**config.mk**
```make
export PLATFORM = sky130hd
export DESIGN_NAME = alu_exec_unit_flat
export DESIGN_NICKNAME = d
export VERILOG_FILES = /design/src/rtl/alu_exec_if.sv /design/src/rtl/alu_exec_unit.sv /design/src/flat_wrapper.sv
export SDC_FILE = /design/constraint.sdc
export NUM_CORES = 1
export LEC_CHECK = 0
export BUFFER_PORTS_ARGS = -buffer_cell sky130_fd_sc_hd__buf_2
export CORE_ASPECT_RATIO = 2
export CORE_MARGIN = 8
export CORE_UTILIZATION = 45
export CTS_CLUSTER_DIAMETER = 200
export DETAILED_ROUTE_END_ITERATION = 8
export SLEW_MARGIN = 20
export SYNTH_ARGS = -nofsm -noshare
export SYNTH_HDL_FRONTEND = slang
export SYNTH_SLANG_ARGS = --single-unit
```
**constraint.sdc**
```tcl
create_clock -name clk -period 5.7 [get_ports clk]
set_input_delay 0.285 -clock clk [delete_from_list [all_inputs] [get_ports clk]]
set_output_delay 0.285 -clock clk [all_outputs]
set_load 0.005 [all_outputs]
```
**src/rtl/alu_exec_if.sv**
```systemverilog
// Operand/result handshake bundle between decode, the execute unit and writeback.
// master drives operands and consumes results; slave is the execute unit.
interface alu_exec_if #(
  parameter int unsigned WIDTH = 32,
  parameter int unsigned IMM_W = 16
);
  logic             in_valid;
  logic             in_ready;
  logic [2:0]       opcode;
  logic [WIDTH-1:0] a;
  logic [WIDTH-1:0] b;
  logic [IMM_W-1:0] immediate;
  logic             out_valid;
  logic             out_ready;
  logic [WIDTH-1:0] result;
  logic             overflow;
  logic             illegal;

  modport master (
    output in_valid, opcode, a, b, immediate, out_ready,
    input  in_ready, out_valid, result, overflow, illegal
  );

  modport slave (
    input  in_valid, opcode, a, b, immediate, out_ready,
    output in_ready, out_valid, result, overflow, illegal
  );
endinterface

```
**src/rtl/alu_exec_unit.sv**
```systemverilog
// Integer execute unit: single-cycle add/sub/address ops and an iterative
// shift-add unsigned multiply, with valid/ready on both sides.
module alu_exec_unit #(
  parameter int unsigned WIDTH = 32,
  parameter int unsigned IMM_W = 16
) (
  input logic         clk,
  input logic         rst_n,
  alu_exec_if.slave   io_alu
);
  localparam int unsigned CntW = $clog2(WIDTH) + 1;
  localparam logic [CntW-1:0] LastCnt = CntW'(WIDTH - 1);

  typedef enum logic [1:0] {StIdle, StMul, StDone} state_e;

  state_e             r_state, w_state_d;
  logic [WIDTH-1:0]   r_result, w_result_d;
  logic               r_overflow, w_overflow_d;
  logic               r_illegal, w_illegal_d;
  logic [CntW-1:0]    r_cnt, w_cnt_d;
  logic [2*WIDTH-1:0] r_acc, w_acc_d;
  logic [2*WIDTH-1:0] r_mcand, w_mcand_d;
  logic [WIDTH-1:0]   r_mplier, w_mplier_d;

  logic               w_accept;
  logic [WIDTH-1:0]   w_imm_ext;
  logic [WIDTH-1:0]   w_opb;
  logic               w_cin;
  logic [WIDTH-1:0]   w_sum;
  logic               w_sum_ovf;
  logic [2*WIDTH-1:0] w_acc_add;

  assign io_alu.in_ready  = (r_state == StIdle) | ((r_state == StDone) & io_alu.out_ready);
  assign io_alu.out_valid = (r_state == StDone);
  assign io_alu.result    = r_result;
  assign io_alu.overflow  = r_overflow;
  assign io_alu.illegal   = r_illegal;

  assign w_accept  = io_alu.in_valid & io_alu.in_ready;
  assign w_imm_ext = {{(WIDTH-IMM_W){io_alu.immediate[IMM_W-1]}}, io_alu.immediate};

  // SUB is a + ~b + 1, so the same-sign overflow test applies to the inverted operand.
  always_comb begin
    w_opb = io_alu.b;
    w_cin = 1'b0;
    unique case (io_alu.opcode)
      3'b001, 3'b010, 3'b011: w_opb = w_imm_ext;
      3'b100: begin
        w_opb = ~io_alu.b;
        w_cin = 1'b1;
      end
      default: w_opb = io_alu.b;
    endcase
  end

  assign w_sum     = io_alu.a + w_opb + {{(WIDTH-1){1'b0}}, w_cin};
  assign w_sum_ovf = (io_alu.a[WIDTH-1] == w_opb[WIDTH-1]) & (w_sum[WIDTH-1] != io_alu.a[WIDTH-1]);
  assign w_acc_add = r_mplier[0] ? (r_acc + r_mcand) : r_acc;

  always_comb begin
    w_state_d    = r_state;
    w_result_d   = r_result;
    w_overflow_d = r_overflow;
    w_illegal_d  = r_illegal;
    w_cnt_d      = r_cnt;
    w_acc_d      = r_acc;
    w_mcand_d    = r_mcand;
    w_mplier_d   = r_mplier;

    if (w_accept) begin
      w_overflow_d = 1'b0;
      w_illegal_d  = 1'b0;
      w_state_d    = StDone;
      unique case (io_alu.opcode)
        3'b000, 3'b001, 3'b100: begin
          w_result_d   = w_sum;
          w_overflow_d = w_sum_ovf;
        end
        3'b010, 3'b011: w_result_d = w_sum;
        3'b101: begin
          w_state_d  = StMul;
          w_cnt_d    = '0;
          w_acc_d    = '0;
          w_mcand_d  = {{WIDTH{1'b0}}, io_alu.a};
          w_mplier_d = io_alu.b;
        end
        default: begin
          w_result_d  = '0;
          w_illegal_d = 1'b1;
        end
      endcase
    end else if (r_state == StDone && io_alu.out_ready) begin
      w_state_d = StIdle;
    end else if (r_state == StMul) begin
      w_acc_d    = w_acc_add;
      w_mcand_d  = r_mcand << 1;
      w_mplier_d = r_mplier >> 1;
      w_cnt_d    = r_cnt + 1'b1;
      if (r_cnt == LastCnt) begin
        w_state_d    = StDone;
        w_cnt_d      = '0;
        w_result_d   = w_acc_add[WIDTH-1:0];
        w_overflow_d = |w_acc_add[2*WIDTH-1:WIDTH];
      end
    end
  end

  always_ff @(posedge clk or negedge rst_n) begin
    if (!rst_n) begin
      r_state    <= StIdle;
      r_result   <= '0;
      r_overflow <= 1'b0;
      r_illegal  <= 1'b0;
      r_cnt      <= '0;
      r_acc      <= '0;
      r_mcand    <= '0;
      r_mplier   <= '0;
    end else begin
      r_state    <= w_state_d;
      r_result   <= w_result_d;
      r_overflow <= w_overflow_d;
      r_illegal  <= w_illegal_d;
      r_cnt      <= w_cnt_d;
      r_acc      <= w_acc_d;
      r_mcand    <= w_mcand_d;
      r_mplier   <= w_mplier_d;
    end
  end
endmodule

```
**src/flat_wrapper.sv**
```systemverilog
// flat-port wrapper written by rule: the top's interface ports become plain ports
module alu_exec_unit_flat 
#(
  parameter int unsigned WIDTH = 32,
  parameter int unsigned IMM_W = 16
)
  (clk, rst_n, io_alu_in_valid, io_alu_opcode, io_alu_a, io_alu_b, io_alu_immediate, io_alu_out_ready, io_alu_in_ready, io_alu_out_valid, io_alu_result, io_alu_overflow, io_alu_illegal);
  alu_exec_if #(.WIDTH(WIDTH), .IMM_W(IMM_W)) io_alu_i ();
  input logic clk;
  input logic rst_n;
  input wire logic [$bits(io_alu_i.in_valid)-1:0] io_alu_in_valid;
  input wire logic [$bits(io_alu_i.opcode)-1:0] io_alu_opcode;
  input wire logic [$bits(io_alu_i.a)-1:0] io_alu_a;
  input wire logic [$bits(io_alu_i.b)-1:0] io_alu_b;
  input wire logic [$bits(io_alu_i.immediate)-1:0] io_alu_immediate;
  input wire logic [$bits(io_alu_i.out_ready)-1:0] io_alu_out_ready;
  output wire logic [$bits(io_alu_i.in_ready)-1:0] io_alu_in_ready;
  output wire logic [$bits(io_alu_i.out_valid)-1:0] io_alu_out_valid;
  output wire logic [$bits(io_alu_i.result)-1:0] io_alu_result;
  output wire logic [$bits(io_alu_i.overflow)-1:0] io_alu_overflow;
  output wire logic [$bits(io_alu_i.illegal)-1:0] io_alu_illegal;
  assign io_alu_i.in_valid = io_alu_in_valid;
  assign io_alu_i.opcode = io_alu_opcode;
  assign io_alu_i.a = io_alu_a;
  assign io_alu_i.b = io_alu_b;
  assign io_alu_i.immediate = io_alu_immediate;
  assign io_alu_i.out_ready = io_alu_out_ready;
  assign io_alu_in_ready = io_alu_i.in_ready;
  assign io_alu_out_valid = io_alu_i.out_valid;
  assign io_alu_result = io_alu_i.result;
  assign io_alu_overflow = io_alu_i.overflow;
  assign io_alu_illegal = io_alu_i.illegal;
  alu_exec_unit #(.WIDTH(WIDTH), .IMM_W(IMM_W)) u_core (.clk(clk), .rst_n(rst_n), .io_alu(io_alu_i));
endmodule
```
==> results of run 1 <==
==> sequential cells by signal (all words and copies together), names as in the netlist <==
signal,count
u_core.r_cnt,6
u_core.r_state,2
u_core.r_mcand,64
u_core.r_acc,64
u_core.r_mplier,32
u_core.io_alu.overflow,1
u_core.io_alu.illegal,1
u_core.io_alu.result,32
==> placed cells by master (no fill, tap or decap), drive strengths merged, types with 5 or more instances in the layout <==
cell     netlist  final
nand3         37     37
nor3          33     33
clkbuf        82     30
nor2b          8      8
a21o          46     46
o21bai        15     15
inv           27     29
nand4         35     35
a21boi         7      7
o31ai         26     26
mux2          15     15
buf           30    150
or3           14     14
a211o          5      5
a211oi        34     34
o21a          19     19
a31oi         21     21
o2111ai        7      7
a21oi        175    175
o221ai        10     10
xor2          33     33
nor4          14     14
ha            94     94
o21ai        232    232
and2           9      9
a221oi         5      5
nor2         163    163
or2            8      8
a22o           8      8
nand2b        10     10
and3          23     23
mux2i         88     88
xnor2         43     43
dfrtp        202    202
o211ai        15     15
nand2        301    301
==> worst register-to-register path, delay by kind of cell, from the launching register on <==
kind                     cells  cell delay (ps)
adder cells (fa/ha/maj)      1              610
AO/OA/AOI/OAI                8             2220
AND/OR/NAND/NOR              3             1210
flip-flops                   1              400
==> where the power goes <==
part           internal [W]  switching [W]  leakage (nW)  total, W
logic               0.00152        0.00300          4.53   0.00452
registers           0.00195       0.000499          2.66   0.00245
clock network      0.000892       0.000639         0.371   0.00153
total               0.00437        0.00414          7.57   0.00851
==> what timing repair did <==
item | CTS | global route
endpoints found under the hold margin | 122 | 0
hold buffers | 1 | 0
setup endpoints to repair | 0 | 0
==> final timing paths <==
kind / startpoint / to / slack (ps)
setup / recovery: io_alu_opcode[1] / u_core.io_alu.result[22] / 1040
hold / removal: io_alu_opcode[1] / u_core.io_alu.illegal / 40
setup reg to reg: u_core.r_mcand[41] / u_core.io_alu.overflow / 1140
hold reg to reg: u_core.io_alu.illegal / u_core.io_alu.illegal / 470
max in group asynchronous: rst_n / u_core.r_acc[61] / 4020
min in group asynchronous: rst_n / u_core.r_mcand[56] / 390
==> per-layer routing <==
| metal | share of wire | wire (µm) |
|---|---|---|
| met1 | 0.32 | 20260 |
| met2 | 0.55 | 34740 |
| met3 | 0.029 | 1836 |
| met4 | 0.098 | 6162 |
| met5 | 0.00021 | 13 |
==> cell families (layout without fill, tap and decap cells) <==
family / Yosys count / after routing / synth area share
AND/OR/NAND/NOR: 669 / 669 / 0.1911
adder cells (fa/ha/maj): 97 / 97 / 0.07824
multiplexers: 103 / 103 / 0.06644
flip-flops: 202 / 202 / 0.3199
XOR/XNOR: 76 / 76 / 0.04213
AO/OA/AOI/OAI: 675 / 675 / 0.2669
buffers and inverters: 139 / 217 / 0.03532
==> layout make-up <==
type | count | area share
Clock inverter | 9 | 0.008040
Inverter | 27 | 0.005763
Sequential cell | 202 | 0.2875
Tap cell | 445 | 0.03166
Timing Repair Buffer | 151 | 0.04853
Clock buffer | 30 | 0.03643
Multi-Input combinational cell | 1620 | 0.5820
==> per-stage QoR <==
stage | hold slack [ps] | setup WS (ps) | cells | cell area, µm²
2_1_floorplan | -10.59 | 1360 | 1961 | 15800
5_1_grt | 40.51 | 640.5 | 2484 | 17580
3_3_place_gp | 435.2 | 653.5 | 2444 | 16780
6_report | 36.99 | 1036 | 2484 | 17580
4_1_cts | 9.560 | 1052 | 2484 | 17580
3_5_place_dp | 435.5 | 493.6 | 2444 | 16780
==> run_results.csv, run 1 <==
group,metric,value,unit
grt,grt_pass1_wl,94800,µm
grt,busiest_layer,"met2",
layout,fillers,3442,
floorplan,num_io_pins,123,
synth,post_synth_num_cell_types,86,
clocking,cts_tree,"done",
floorplan,fp.dieW,148.5,µm
worst_setup_path,path_depth,19,
route,viasPerCell,6.113,
worst_setup_path,slowest_delay,470,ps
placed_design,port_buffers,122,
layout,syn2layout_area_growth,11.29,%
layout,final_util,0.5048,
route,drt-total-wl,63020,µm
synth,ys_top_cells_by_count,"nand2_1 (299), o21ai_0 (221), dfrtp_1 (202), a21oi_1 (170), nor2_1 (162)",
synth,async_flop_share,1.000,
synth,synthesis.area,15800,µm²
clocking,path_clk_slew,70,ps
grt,grt_max_degree,185,
worst_setup_path,cp_common_cell,"o21ai_0",
timing,max_freq,214.4,MHz
timing,worst_pin_slew,1133,ps
worst_setup_path,rr_worst_depth,12,
layout,antenna_cells,0,
timing,finalMaxSlewViolations,0,
grt,grt_util_all_layers,0.3027,
synth,ys.flop_type,"dfrtp_1",
layout,multi_input_area,10230,µm²
synth,yosys_warnings,0,
timing,tns,0,ps
grt,grt_pass1_vias,15990,
synth,synthesis.nets,2145,
route,ant_nets,0,
layout,drive_above_1_share,0.1211,
worst_setup_path,crit_path_end_kind,"register",
clocking,cts_buffer_depth,3,
route,remaining_drc_errors,0,
clocking,cts_root_buf,"clkbuf_16",
synth,ys_ff_latch,202,
worst_setup_path,critPathSlowestCell,"o21ai_0",
synth,synth_seq_area_share,0.3199,
route,firstDrtPassIters,5,
worst_setup_path,path_buf_inv,3,
worst_setup_path,cp_max_fo,16,
synth,syn_avg_cell_area,8.057,µm²
min_path,min_path_type,"in2reg",
power,total_power,0.008508,W
worst_setup_path,crit_family,"compound AO/OA/AOI/OAI gates",
grt,antenna_found_initial,1,
floorplan,core,34830,µm²
timing,slew-limit-headroom,0.2369,
grt,use_met2,0.5862,
clocking,cts_resized,0,
placed_design,dp.final_hpwl,50240,µm
min_path,hold_path_depth,3,
synth,synthTopCellsByArea,"dfrtp_1 (32%), ha_1 (7.4%), nand2_1 (7.1%)",
timing,finClkSkew,23.95,ps
clocking,cts_made_buffers,22,
run_status,outcome,"complete, no violations",
synth,synth_edf_count,0,
floorplan,die_h,281.0,µm
layout,num-nets-final,2208,
clocking,htreeDepth,1,
worst_setup_path,arrival,5110,ps
worst_setup_path,crit_required,6150,ps
synth,synthMostInstantiatedCell,"nand2_1",
timing,setup_viol,0,
clocking,post-cts-setup-buffers,0,
power,powerDensity,483.8,nW/µm²
grt,met1_usage,0.2677,
synth,netlist_instances,1961,
timing,grt_setup_unrepaired,"false",
clocking,worstSkewPairLatency,540,ps
power,vdd_drop_max,0.4051,mV
run,cap_violations,0,
floorplan,initial_utilization,0.4536,
worst_setup_path,crit_type,"in2reg",
worst_setup_path,crit_path_cell_trace,"buf_2 > nor2_1 > nand2_1 > inv_1 > a211oi_1 > fa_1 > inv_1 > fa_1 > nor2b_1 > o21ai_0 > a21boi_0 > o21a_1 > o21ai_0 > a2111oi_0 > o21ai_0 > nand3_1 > and3_1 > o32a_1 > o21ai_0",
floorplan,dieArea,41730,µm²
grt,met3_usage,0.03063,
placed_design,routabilityCongestion,1.001,
grt,gr-total-overflow,0,
floorplan,rows,97,
route,routedWlPerCell,25.37,µm
route,drtIter0Drc,613,
power,leakage,7.568,nW
synth,synth_top_area_cell,"dfrtp_1",
route,num_vias,15180,
worst_setup_path,cp-start-kind,"input port",
layout,ff_latch_area,5056,µm²
clocking,clock-sinks,202,
synth,synth_top_area_frac,0.3199,
timing,post-route-period-util,0.8182,
timing,hold_viol,0,
timing,min_period,4664,ps
Note: power is estimated with default switching activity, not from simulation.
==> run 2: changes to the inputs <==
--- a/config.mk
+++ b/config.mk
@@ -5,6 +5,7 @@
 export SDC_FILE = /design/constraint.sdc
 export NUM_CORES = 1
 export LEC_CHECK = 0
+export ABC_AREA = 1
 export BUFFER_PORTS_ARGS = -buffer_cell sky130_fd_sc_hd__buf_2
 export CORE_ASPECT_RATIO = 2
 export CORE_MARGIN = 8
==> constraint.sdc (replaced) <==
create_clock -name clk -period 3.7 [get_ports clk]
set_input_delay 0.185 -clock clk [delete_from_list [all_inputs] [get_ports clk]]
set_output_delay 0.185 -clock clk [all_outputs]
set_load 0.005 [all_outputs]
==> run_results.csv, run 2 <==
group,metric,value,unit
run_status,outcome,"complete, no violations",
clocking,clock-sinks,202,
timing,finalMaxSlewViolations,0,
grt,grt_util_all_layers,0.3191,
clocking,htreeDepth,1,
worst_setup_path,crit_required,4130,ps
synth,synth_edf_count,0,
timing,slew-limit-headroom,0.3426,
floorplan,core,38540,µm²
worst_setup_path,reg2reg_slack,290,ps
synth,ys.flop_type,"dfrtp_1",
synth,netlist_instances,2812,
synth,yosys_warnings,0,
power,powerDensity,1009,nW/µm²
timing,setup_viol,0,
floorplan,die_h,294.9,µm
grt,grt_max_degree,90,
layout,syn2layout_area_growth,20.82,%
timing,hold_viol,0,
grt,grt_pass1_vias,19280,
worst_setup_path,crit_type,"reg2reg",
placed_design,placed_area,19650,µm²
route,drtIter0Drc,963,
placed_design,dp.cells,3523,
synth,synthesis.nets,2996,
worst_setup_path,arrival,3840,ps
run,cap_violations,0,
clocking,cts_buffer_depth,3,
route,firstDrtPassIters,6,
worst_setup_path,crit_path_end_kind,"register",
route,num_vias,18990,
worst_setup_path,cp_max_fo,5,
worst_setup_path,slowest_delay,390,ps
placed_design,port_buffers,122,
floorplan,dieArea,45850,µm²
synth,synthMostInstantiatedCell,"nand2_1",
floorplan,rows,102,
clocking,path_clk_slew,70,ps
clocking,worstSkewPairLatency,550,ps
worst_setup_path,crit_family,"simple AND/OR/NAND/NOR gates",
layout,fillers,3912,
min_path,whs_endpoint,"u_core.r_mplier[0]",
worst_setup_path,cp_common_cell,"nand2_1",
layout,layout_common_cells,"nand2_1 (905), inv_1 (483), nor2_1 (236)",
layout,final_util,0.5487,
min_path,hold_path_depth,3,
timing,max_freq,293.0,MHz
layout,num-nets-final,3276,
route,routedWlPerCell,20.14,µm
grt,grt_pass1_wl,110300,µm
placed_design,dp.final_hpwl,60390,µm
min_path,min_path_type,"in2reg",
layout,instances_no_fill,3628,
floorplan,initial_utilization,0.4541,
worst_setup_path,rr_startpoint,"u_core.r_mcand[38]",
floorplan,num_io_pins,123,
worst_setup_path,critPathSlowestCell,"dfrtp_1",
worst_setup_path,crit_path_cell_trace,"ha_1 > nand2_2 > nor2_2 > nand2_2 > nor2_2 > nand3_1 > nand4_1 > nand3_1 > nand2_1 > nand2_1 > nor2_1 > nand2_2 > nor2_1 > buf_4 > nand3_1 > nand2_1 > nand2_1 > nand2_1 > nand2_1",
timing,tns,0,ps
layout,layout_commonest_cell,"nand2_1",
synth,async_flop_share,1.000,
timing,grt_setup_unrepaired,"false",
synth,synth_top_area_cell,"dfrtp_1",
timing,worst_pin_slew,975.8,ps
layout,top_regs,"u_core.r_acc x64, u_core.r_mcand x64",
worst_setup_path,r2r-end,"u_core.io_alu.overflow",
route,remaining_drc_errors,0,
synth,syn_avg_cell_area,6.224,µm²
clocking,cts_tree,"done",
route,ant_nets,0,
worst_setup_path,cp-start-kind,"register",
timing,worst_hold_slack,35.02,ps
synth,synth_seq_area_share,0.2888,
timing,finClkSkew,24.57,ps
synth,ys_top_cells_by_count,"nand2_1 (907), inv_1 (483), nor2_1 (238), dfrtp_1 (202), a21oi_1 (144)",
layout,drive_above_1_share,0.1519,
clocking,cts_root_buf,"clkbuf_16",
placed_design,routabilityCongestion,1.051,
layout,stdcell_area,21150,µm²
synth,post_synth_num_cell_types,45,
power,vdd_drop_max,0.6484,mV
min_path,worstHoldStart,"io_alu_b[0]",
route,drt-total-wl,73050,µm
clocking,cts_made_buffers,22,
layout,antenna_cells,0,
grt,gr-total-overflow,0,
synth,synthesis.area,17500,µm²
timing,post-route-period-util,0.9226,
synth,ys_ff_latch,202,
floorplan,fp.dieW,155.5,µm
power,leakage,11.54,nW
synth,synth_top_area_frac,0.2888,
synth,synthTopCellsByArea,"dfrtp_1 (29%), nand2_1 (19%), inv_1 (10%)",
timing,min_period,3413,ps
grt,antenna_found_initial,0,
worst_setup_path,rr_worst_depth,19,
route,viasPerCell,5.234,
worst_setup_path,path_buf_inv,1,
-- run 2: cell types whose count changed in the layout (fill, tap and decap cells not counted), sizes merged, moves of 34 or more --
cell         delta
dlygate4sd3    +64
mux2i          -88
nor2          +123
xnor2          -41
a211oi         -34
o22ai          +75
a21o           -43
buf           +120
inv           +492
nand2         +651
nand3          +78
o21ai         -112
a31oi          +72
-- run 2: logic make-up after synthesis --
group,synth area share
xor gates and xnor gates,0.003503
adders and majority gates,0.07063
AOI/OAI and AO/OA,0.1674
and+or+nand+nor,0.3387
buffers and inverters,0.1310
DFF,0.2888
-- run 2: repair_timing --
item | CTS | global route
setup endpoints to repair | 0 | 1
gates resized for setup | 0 | 7
setup buffers | 0 | 0
hold buffers | 65 | 0
endpoints found under the hold margin | 146 | 0
-- run 2: layer usage --
layer,up-vias,GRT usage,part of all wire
li1,9511,-,-
met1,8647,0.2778,0.32
met2,589,0.6186,0.54
met3,242,0.03201,0.033
met4,0,0.2997,0.11
met5,-,0,0
-- run 2: final cells by class --
cell class / count / area, µm² / area share
sequential: 202 / 5056 / 0.2391
timing repair buffer: 335 / 2457 / 0.1162
inverter: 523 / 1966 / 0.09295
clock buffer: 27 / 620.6 / 0.02935
multi-input combinational: 2008 / 10190 / 0.4820
clock inverter: 13 / 203.9 / 0.009644
tap: 520 / 650.6 / 0.03077
-- run 2: how the worst max path moves through the flow --
stage	cells past startpoint	end	from
5_1_grt	22	u_core.io_alu.overflow	u_core.r_acc[31]
3_5_place_dp	18	u_core.io_alu.result[22]	io_alu_opcode[1]
6_report	19	u_core.io_alu.overflow	u_core.r_mcand[38]
2_1_floorplan	23	u_core.io_alu.overflow	io_alu_opcode[1]
3_3_place_gp	18	u_core.io_alu.result[22]	io_alu_opcode[1]
4_1_cts	22	u_core.io_alu.overflow	u_core.r_mcand[27]
-- run 2: worst min-delay path: cells and delay by family --
family | cells | cell delay [ps]
buf+inv | 1 | 150
compound gates | 1 | 120
simple gates | 1 | 80
-- run 2: metrics by stage --
stage,total power (W),setup WS [ps]
global route,0.02306,45.85
floorplan,0.01282,751.1
global placement,0.01834,-48.58
CTS,0.02123,11.11
finish,0.02135,286.6
detailed placement,0.01854,-66.37
-- run 2: power breakdown --
| part | leakage [nW] | internal (W) | total (W) | switching [W] |
|---|---|---|---|---|
| Sequential | 2.37 | 0.00322 | 0.00394 | 0.000717 |
| Clock | 0.405 | 0.00155 | 0.00256 | 0.00101 |
| Combinational | 8.77 | 0.00512 | 0.0148 | 0.00973 |
| Total | 11.5 | 0.00989 | 0.0213 | 0.0115 |
